### config.mk
export PLATFORM = sky130hd
export DESIGN_NAME = xnorpop_accum
export DESIGN_NICKNAME = d
export VERILOG_FILES = /design/src/rtl/xnorpop_accum.sv
export SDC_FILE = /design/constraint.sdc
export NUM_CORES = 1
export LEC_CHECK = 0
export ABC_AREA = 1
export BUFFER_PORTS_ARGS = -buffer_cell sky130_fd_sc_hd__buf_4
export CAP_MARGIN = 20
export CORE_MARGIN = 1
export CORE_UTILIZATION = 45
export DETAILED_ROUTE_END_ITERATION = 12
export PLACE_DENSITY = 0.66
export SKIP_LAST_GASP = 1
export SLEW_MARGIN = 10
export SYNTH_ARGS = -nofsm -noshare
export SYNTH_HDL_FRONTEND = slang
export SYNTH_SLANG_ARGS = --single-unit
export TNS_END_PERCENT = 100
### constraint.sdc
create_clock -name clk -period 4.8 [get_ports clk]
set_input_delay 0.48 -clock clk [delete_from_list [all_inputs] [get_ports clk]]
set_output_delay 0.48 -clock clk [all_outputs]
set_load 0.1 [all_outputs]
### src/rtl/xnorpop_accum.sv
// Accumulates per-chunk XNOR popcounts into a signed +/-1 dot product and
// thresholds it into a binarized activation, with valid/ready on both sides.
module xnorpop_accum #(
  parameter int unsigned CNT_W = 9,
  parameter int unsigned ACC_W = 16,
  parameter int unsigned DOT_W = 18
) (
  input  logic             clk,
  input  logic             rst_n,
  input  logic [7:0]       pop_sum,
  input  logic             pop_valid,
  input  logic             pop_last,
  output logic             pop_ready,
  input  logic [DOT_W-1:0] thresh,
  output logic             out_valid,
  input  logic             out_ready,
  output logic [DOT_W-1:0] out_dot,
  output logic             out_act,
  output logic [CNT_W-1:0] out_nchunks,
  output logic             err_range,
  output logic             err_ovf
);

  localparam int unsigned POP_W = 8;
  localparam logic [POP_W-1:0] POP_MAX  = POP_W'(128);
  localparam logic [CNT_W-1:0] CNT_LAST = CNT_W'((1 << CNT_W) - 2);

  logic [ACC_W-1:0] acc;
  logic [CNT_W-1:0] cnt;

  logic             over_c;
  logic             beat_c;
  logic             final_c;
  logic [POP_W-1:0] clamp_c;
  logic [CNT_W-1:0] n_c;
  logic [ACC_W-1:0] a_c;
  logic [DOT_W-1:0] dot_c;
  logic             act_c;

  // Only a stalled result blocks input; pop_valid never feeds back here.
  assign pop_ready = !(out_valid && !out_ready);

  // Beat qualification, clamp and final-beat result arithmetic.
  always_comb begin
    over_c  = 1'b0;
    beat_c  = 1'b0;
    final_c = 1'b0;
    clamp_c = pop_sum;
    n_c     = '0;
    a_c     = '0;
    dot_c   = '0;
    act_c   = 1'b0;

    over_c  = (pop_sum > POP_MAX);
    beat_c  = pop_valid && pop_ready;
    final_c = beat_c && (pop_last || (cnt == CNT_LAST));
    if (over_c) begin
      clamp_c = POP_MAX;
    end
    n_c   = cnt + CNT_W'(1);
    a_c   = acc + ACC_W'(clamp_c);
    // 2*a - 128*n with both terms zero-extended to the signed width.
    dot_c = DOT_W'({a_c, 1'b0}) - DOT_W'({n_c, 7'b0});
    act_c = ($signed(dot_c) >= $signed(thresh));
  end

  always_ff @(posedge clk or negedge rst_n) begin
    if (!rst_n) begin
      acc         <= '0;
      cnt         <= '0;
      out_valid   <= 1'b0;
      out_dot     <= '0;
      out_act     <= 1'b0;
      out_nchunks <= '0;
      err_range   <= 1'b0;
      err_ovf     <= 1'b0;
    end else begin
      if (beat_c && over_c) begin
        err_range <= 1'b1;
      end
      if (final_c) begin
        // Finish happens in the same edge: load results, restart the vector.
        acc         <= '0;
        cnt         <= '0;
        out_valid   <= 1'b1;
        out_dot     <= dot_c;
        out_act     <= act_c;
        out_nchunks <= n_c;
        if (!pop_last) begin
          err_ovf <= 1'b1;
        end
      end else begin
        if (beat_c) begin
          acc <= a_c;
          cnt <= n_c;
        end
        if (out_ready) begin
          out_valid <= 1'b0;
        end
      end
    end
  end

endmodule

### Word-level counts from Yosys, hierarchy flattened

Cells that the tools add are included.

| cells by class | value |
|---|---|
| add/subtract/negate cells | 3 |
| $lt $le $gt $ge | 2 |
| eq/ne operators | 1 |
| mux-type cells | 7 |
| bitwise operators | 1 |
| reduce and logical (&&, ||, !) cells | 10 |

Operators by type and width:

| operator | number |
|---|---|
| $mux 16 | 2 |
| $ge 18x18->1 | 1 |
| $mux 9 | 2 |
| $sub 17x16->18 | 1 |
| $add 16x8->16 | 1 |
| $add 9x1->9 const B | 1 |
| $eq 9x9->1 const B | 1 |
| $gt 8x8->1 const B | 1 |
| $mux 8 | 1 |
| $logic_and 1x1->1 | 4 |
| $reduce_bool 2->1 | 2 |
| $logic_not 1->1 | 2 |
| $mux 1 | 2 |
| $reduce_and 2->1 | 1 |
| $logic_or 1x1->1 | 1 |
| $not 1->1 | 1 |

| storage, ports and cells | value |
|---|---|
| bits in registers | 56 |
| input bits | 31 |
| output and inout bits | 32 |

### Depth between registers and ports, before layout

Gate-level depths: netlist of run 1.

| logic depth | value |
|---|---|
| depth after elaboration | 6 |
| mapped depth | 32 |
| mapped depth without buffers | 32 |

### Least setup slack after synthesis of run 1

No wires, ideal clock.

| path | value |
|---|---|
| kind | in2reg |
| start | input pop_sum[5] |
| end | register out_act |
| arrival | 4.027 ns |
| required time | 4.680 ns |
| slack | 0.653 ns |
| stages | 30 |
| cell sequence | inv_1 > nand3_1 > o21a_1 > nor2_1 > ha_1 > fa_1 > nand3_1 > nand3_2 > a21oi_1 > xor2_1 > ha_1 > fa_1 > inv_1 > a31oi_1 > nand2_2 > nand2_1 > nand2_1 > nand2_1 > and2_1 > ha_1 > nand2_1 > nor2_1 > a211oi_1 > nand2_1 > nand2_1 > nand2_1 > o21ai_0 > o21ai_0 > nand2_1 > nand2_1 |

| on the way | value |
|---|---|
| word-level cells in the longest chain between the ends | 5 |

Ends and longest elaborated chain:

| what | line | RTL |
|---|---|---|
| start: declaration | 10 | `input logic [7:0] pop_sum,` |
| $gt 8x8->1 | 54 | `over_c = (pop_sum > POP_MAX);` |
| $mux 8 (*) | 57 | `if (over_c) begin` |
| $add 16x8->16 (*) | 61 | `a_c = acc + ACC_W'(clamp_c);` |
| $sub 17x16->18 (*) | 63 | `dot_c = DOT_W'({a_c, 1'b0}) - DOT_W'({n_c, 7'b0});` |
| named net dot_c[13] | 37 | `logic [DOT_W-1:0] dot_c;` |
| $ge 18x18->1 (*) | 64 | `act_c = ($signed(dot_c) >= $signed(thresh));` |
| end signal: assignment | 87 | `out_act <= act_c;` |
| end: declaration | 18 | `output logic out_act,` |

Mark *: on every way through the listed nets, which the timed path passes. The rest lies on a longest branch.
A chain may end at the register's enable or synchronous reset.

### Worst setup path after layout of run 1

| path | value |
|---|---|
| start | input pop_sum[2] |
| end | register out_act |

The elaborated chain is that of the path after synthesis.

==> results of run 1 <==
[state kept, by name, summed over array words and instances (netlist names)]
signal / count
out_act: 1
err_ovf: 1
out_dot: 17
out_valid: 1
acc: 16
cnt: 9
err_range: 1
out_nchunks: 9
[through the flow]
step                      area, um2  utilization  worst slack (ns)
final                          4598       0.5486            0.4441
after global routing           4598       0.5486            0.1065
after CTS                      4598       0.5486            0.4906
after detailed placement       4502       0.5371            0.1456
after global placement         4502       0.5371            0.2431
after floorplan                3960            -            0.6532
[how the worst max path moves through the flow]
stage	startpoint	to	slack [ns]	cells after the start
CTS	pop_sum[2]	out_act$_DFFE_PN0P_	0.49	30
global route	pop_sum[2]	out_act$_DFFE_PN0P_	0.11	30
global placement	pop_sum[3]	out_act$_DFFE_PN0P_	0.24	30
detailed placement	pop_sum[2]	out_act$_DFFE_PN0P_	0.15	30
finish	pop_sum[2]	out_act$_DFFE_PN0P_	0.44	30
floorplan	pop_sum[5]	out_act$_DFFE_PN0P_	0.65	30
[per-layer routing]
layer,part of all wire,up-vias
met5,0,-
met4,0.012,0
met3,0.036,7
met2,0.46,58
met1,0.50,1570
li1,-,1783
[worst max-delay path: cells and delay by family]
kind            cells  cell delay [ns]
compound gates      5             0.73
xor+xnor            1             0.23
fa+ha+maj           4             1.06
simple gates       16             1.70
buf+inv             4             0.39
[cell usage in the layout, fill, tap and decap left out, types with 3 or more instances in the layout]
master    netlist  layout
a21oi_1        11      11
and2_1          6       6
buf_4           1      62
clkbuf_8        0       5
dfrtp_1        55      55
ha_1           35      35
inv_1          83      83
inv_2           3       3
nand2_1       140     140
nand2_2        21      21
nand3_1        27      27
nand3_2         8       8
nand4_1         6       6
nor2_1         26      26
nor3_2          3       3
o21ai_0        38      38
o21bai_1        4       4
o22ai_1         8       8
xor2_1         15      15
[cell type report]
cell class	count	share of cell area
flip-flops and latches	55	0.2993
clock inverters	3	0.005986
well taps	105	0.02857
inverters	88	0.07184
multi-input cells	372	0.4781
clock buffers	5	0.01497
repair buffers	62	0.1012
[report_power, final]
| group | total [mW] | internal (mW) | leakage (nW) | switching [mW] |
|---|---|---|---|---|
| clock | 0.285 | 0.109 | 0.0467 | 0.177 |
| combinational | 1.38 | 0.384 | 1.77 | 0.994 |
| sequential | 0.617 | 0.553 | 0.718 | 0.0646 |
| total | 2.28 | 1.05 | 2.54 | 1.24 |
[logic make-up after synthesis]
group | after synthesis | share of synthesized area
xor gates and xnor gates | 18 | 0.04171
buffers and inverters | 99 | 0.09731
DFF | 55 | 0.3476
other | 1 | 0.0009470
adders and majority gates | 37 | 0.1207
AOI/OAI and AO/OA | 70 | 0.1024
and+or+nand+nor | 246 | 0.2894
==> results.yml, run 1 <==
worst_setup_path:
  critPathLaunchType: "input pin"
  cpMostUsedCell: "nand2_1"
  rr_startpoint: "acc[0]$_DFFE_PN0P_"
  crit_slowest_cell: "ha_1"
  worstPathMaxFanout: 7
  r2r_cells: 26
  rrSetupSlack_ns: 0.74
  r2r-end: "out_act$_DFFE_PN0P_"
  path_class: "in -> reg"
  cp_slowest_stage_delay_ns: 0.34
  cp.arrival_ns: 4.59
  required_ns: 5.03
  end_kind: "register"
die:
  num_rows: 33
  die_area_um2: 9180
  fp.dieH_um: 95.81
  core_area_um2: 8382
  start_util: 0.4725
  fp.dieW_um: 95.81
  io_pins: 63
cts:
  clk-insertion-delay-late_ns: 0.33
  clkSlewWorstSetupHoldPaths_ns: 0.11
  numClockSinks: 55
  root_buffer: "clkbuf_8"
  cts-htree-levels: 2
  post_cts_buffers: 0
  numCtsBuffers: 5
  cts_resized: 0
  cts_tree: "yes"
  clockBufferDepth: 2
  ctsHoldBuffers: 0
power_and_ir_drop:
  leakage_nw: 2.537
  power_mw: 2.281
  powerDensity_nw_per_um2: 496.1
  ir_drop_mv: 0.3209
drt:
  firstDrtPassIters: 6
  wl_mm: 8.896
  vias: 3418
  drc: 0
  vias_per_cell: 4.954
  initialDrtViolationCount: 136
  wl_per_cell_um: 12.89
  ant_nets: 0
placed_design:
  dpl.hpwl_mm: 7.063
  portBuffers: 61
  place.gp.congestion: 0.8349
  dp_cells: 682
timing:
  skew_ns: 0.01035
  timing.final.crit_share: 0.9075
  relSlewSlack: 0.5151
  final_hold_viol_count: 0
  finalMaxSlewViolations: 0
  max_freq_mhz: 229.6
  rsz0062_at_grt: "false"
  finalSetupTns_ns: 0
  hold-worst-slack_ns: 0.1881
  worst_pin_slew_ns: 0.7274
  setup_viol: 0
  period_needed_ns: 4.356
cells_and_area:
  num_antenna_cells: 0
  n_fill_cell: 816
  final_net_count: 652
  syn_to_final_growth_pct: 16.11
  seqCellArea_um2: 1376
  drive_above_1_share: 0.1915
  stdcell_count: 690
  multi_input_area_um2: 2198
global_route:
  grt_usage: 0.2095
  use_met2: 0.3381
  antenna_found_initial: 0
  groute.layer.met1.usage: 0.2975
  grt_pass1_vias: 3128
  use_met3: 0.02370
  grt.busiest_layer: "met2"
  grt_first_pass_wirelength_mm: 14.73
  globalRouteOverflowTotal: 0
  grt_start_max_net_pins: 56
flow_run:
  max_cap_violations: 0
synth:
  synthCells: 526
  ys_warn_count: 0
  synth_area_leaders: "dfrtp_1 35%, nand2_1 13%, ha_1 11%"
  postSynthAreaPerCell_um2: 7.529
  synth_top_flop_cell: "dfrtp_1"
  synth_top_area_share: 0.3476
  yosysSeqAreaShare: 0.3476
  synth_edf_count: 0
  synth_cell_types: 41
  synth.most_common_cell: "nand2_1"
  syn_area_um2: 3960
  syn_nets: 594
  yosys-top-cells-count: "140 x nand2_1, 83 x inv_1, 55 x dfrtp_1"
  yosys.area.top_type: "dfrtp_1"
  synthArstFlopShare: 1.000
  yosys_register_bits: 55
worst_hold_path:
  hold_path_class: "in -> async"
run_status:
  status: "finished clean"
Note: power is estimated with default switching activity, not from simulation.
==> run 2: changes to the inputs <==
==> constraint.sdc (replaced) <==
create_clock -name clk -period 4.8 [get_ports clk]
set_input_delay 1.44 -clock clk [delete_from_list [all_inputs] [get_ports clk]]
set_output_delay 1.44 -clock clk [all_outputs]
set_load 0.1 [all_outputs]
==> run 2 against run 1 <==
  * The run now ends with negative setup slack left
  * Fmax down 14%
  * Flip-flop and latch count stayed put
  * Final cell count increased by 14%
  * Sequential power increased by 0.6%
  * Utilization is 16 points higher
  * Cell area is 30% higher
  * Die area unchanged
  * Combinational power grew 48%
  * Register-to-register slack improved by 0.21 ns
  * Highest routed layer unchanged
  * Hold slack improved by 0.29 ns
  * Critical endpoint unchanged
  * Clock skew is 0.0071 ns higher
  * First-iteration DRC count is 110% higher
  * Critical path type unchanged
==> results.yml, run 2 (synthesis results as in run 1) <==
run_status:
  status: "finished, violations left"
  violations: "negative setup slack"
power_and_ir_drop:
  p_int_mw: 1.447
  leakage_nw: 3.126
  powerDensity_nw_per_um2: 494.9
  share_comb_of_total_power: 0.692
  ir_drop_mv: 0.4207
  seq_power_share: 0.210
  switching_power_mw: 1.503
  pwr-share-clk: 0.098
  switching_share: 0.5095
worst_setup_path:
  r2r-end: "out_act$_DFFE_PN0P_"
  cp_slowest_stage_delay_ns: 0.30
  rrSetupSlack_ns: 0.95
  critPathLaunchType: "input pin"
  critPathTopFamily: "simple AND/OR/NAND/NOR gates"
  cp.arrival_ns: 5.29
  path_class: "in -> reg"
  end_kind: "register"
  worstPathMaxFanout: 6
  cpMostUsedCell: "nand2_1"
  crit_slowest_cell: "o21a_4"
  rr_startpoint: "acc[0]$_DFFE_PN0P_"
  cp_num_buf_inv: 6
  r2r_cells: 24
  required_ns: 5.04
global_route:
  grt_usage: 0.2513
  grt_first_pass_wirelength_mm: 17.75
  antenna_found_initial: 0
  globalRouteOverflowTotal: 0
  grt_start_max_net_pins: 56
  grt_pass1_vias: 3871
timing:
  skew_ns: 0.01743
  setup_viol: 1
  fin_ws_ns: -0.2491
  period_needed_ns: 5.049
  relSlewSlack: 0.5111
  final_hold_viol_count: 0
  finalMaxSlewViolations: 0
  max_freq_mhz: 198.1
  timing.final.crit_share: 1.052
  hold-worst-slack_ns: 0.4752
  rsz0062_at_grt: "true"
  worst_pin_slew_ns: 0.7308
placed_design:
  dpl.hpwl_mm: 7.675
  portBuffers: 61
  place_area_um2: 5012
  dp_slack_ns: -0.7288
  place.gp.congestion: 0.8822
die:
  die_area_um2: 9180
  io_pins: 63
  fp.dieW_um: 95.81
  fp.dieH_um: 95.81
  num_rows: 33
  core_area_um2: 8382
  start_util: 0.4725
worst_hold_path:
  min_delay_path_depth: 1
  min_to: "err_range$_DFFE_PN0P_"
  min_from: "err_range$_DFFE_PN0P_"
  hold_path_class: "reg -> reg"
cts:
  root_buffer: "clkbuf_8"
  ctsHoldBuffers: 0
  numCtsBuffers: 5
  clockBufferDepth: 2
  clkSlewWorstSetupHoldPaths_ns: 0.12
  numClockSinks: 55
  cts-htree-levels: 2
  clk-insertion-delay-late_ns: 0.34
  cts_tree: "yes"
cells_and_area:
  drive_above_1_share: 0.4485
  n_fill_cell: 603
  largest_reg_flops: 17
  multi_input_area_um2: 2791
  num_antenna_cells: 0
  syn_to_final_growth_pct: 50.52
  seqCellArea_um2: 1376
  largestRegisters: "out_dot (17), acc (16)"
  layout_common_cells: "144 x buf_4, 112 x nand2_1, 72 x inv_1, 55 x dfrtp_1, 36 x nand2_2"
  regMostFlops: "out_dot"
  final_common_cell: "buf_4"
  final_area_um2: 5961
  final_net_count: 747
drt:
  route.met3.wl_um: 568
  wl_per_cell_um: 15.50
  vias_per_cell: 5.236
  wl_met1_mm: 5.244
  ant_nets: 0
  firstDrtPassIters: 8
  wl_met2_mm: 6.065
  wl_mm: 12.17
  top_layer_used: "met4"
  drc: 0
  vias: 4110
  initialDrtViolationCount: 283
flow_run:
  max_cap_violations: 0
[run 2: changes by cell type in the layout (fill, tap and decap cells not counted), moves of 7 or more]
cell     before  now
nand2_2      21   36
ha_1         35   17
inv_2         3   11
inv_1        83   72
nor2_4        2    9
nand2_1     140  112
buf_4        62  144
buf_6         0   13
nand2_4       0   13
nor2_1       26   15
ha_4          0   15
[run 2: power by group through the flow]
stage / registers, mW / logic (mW) / clock network, mW
floorplan: 1.13 / 0.579 / 0
global placement: 0.620 / 1.52 / 0
detailed placement: 0.623 / 1.55 / 0
CTS: 0.616 / 1.66 / 0.292
global route: 0.632 / 2.19 / 0.312
finish: 0.621 / 2.04 / 0.288
[run 2: final cells by class]
type,count,share of cell area
Clock buffer,5,0.01154
Timing Repair Buffer,157,0.2059
Tap cell,105,0.02204
Multi-Input combinational cell,372,0.4683
Inverter,88,0.05668
Clock inverter,3,0.004618
Sequential cell,55,0.2309
[run 2: routing by layer]
metal,global-route usage,up-vias
met5,0,-
met4,0.05721,0
met3,0.03633,26
met2,0.4363,135
met1,0.3300,1975
li1,-,1974
[run 2: worst register-to-register path, cell delays in order (launching register included)]
cell and delay [ns]:
dfrtp_1 0.45, ha_4 0.19, fa_2 0.35, nand3_2 0.09
nand3_2 0.09, a21oi_2 0.14, xor2_1 0.21, ha_2 0.23
fa_2 0.22, inv_2 0.05, a31oi_4 0.20, nand2_4 0.11
buf_6 0.14, nand2_4 0.08, nand3_2 0.09, and2_4 0.18
ha_4 0.21, a21oi_2 0.14, nor2_2 0.05, nor2_1 0.14
nand2_1 0.09, o21ai_1 0.11, o21ai_1 0.07, nand2_1 0.06
nand2_1 0.06
[run 2: repair_timing]
item,in CTS,in global routing
buffers inserted,25,6
pin swaps,44,73
resized for setup,48,98
endpoints found under the setup margin,1,1
[run 2: worst max path at each step]
stage / end / cells after the start / start
floorplan: out_act$_DFFE_PN0P_ / 30 / pop_sum[2]
global placement: out_act$_DFFE_PN0P_ / 33 / pop_sum[3]
detailed placement: out_act$_DFFE_PN0P_ / 33 / pop_sum[3]
CTS: out_act$_DFFE_PN0P_ / 33 / pop_sum[2]
global route: out_act$_DFFE_PN0P_ / 30 / pop_sum[0]
finish: out_act$_DFFE_PN0P_ / 30 / pop_sum[2]
[run 2: per-stage QoR]
step,setup TNS [ns],utilization,total power [mW],std cells
floorplan,-0.1880,-,1.707,526
global route,-0.4231,0.7112,3.138,785
finish,-0.2491,0.7112,2.950,785
CTS,-0.1561,0.6516,2.564,781
global placement,-0.5703,0.5980,2.140,748
detailed placement,-0.7288,0.5980,2.177,748
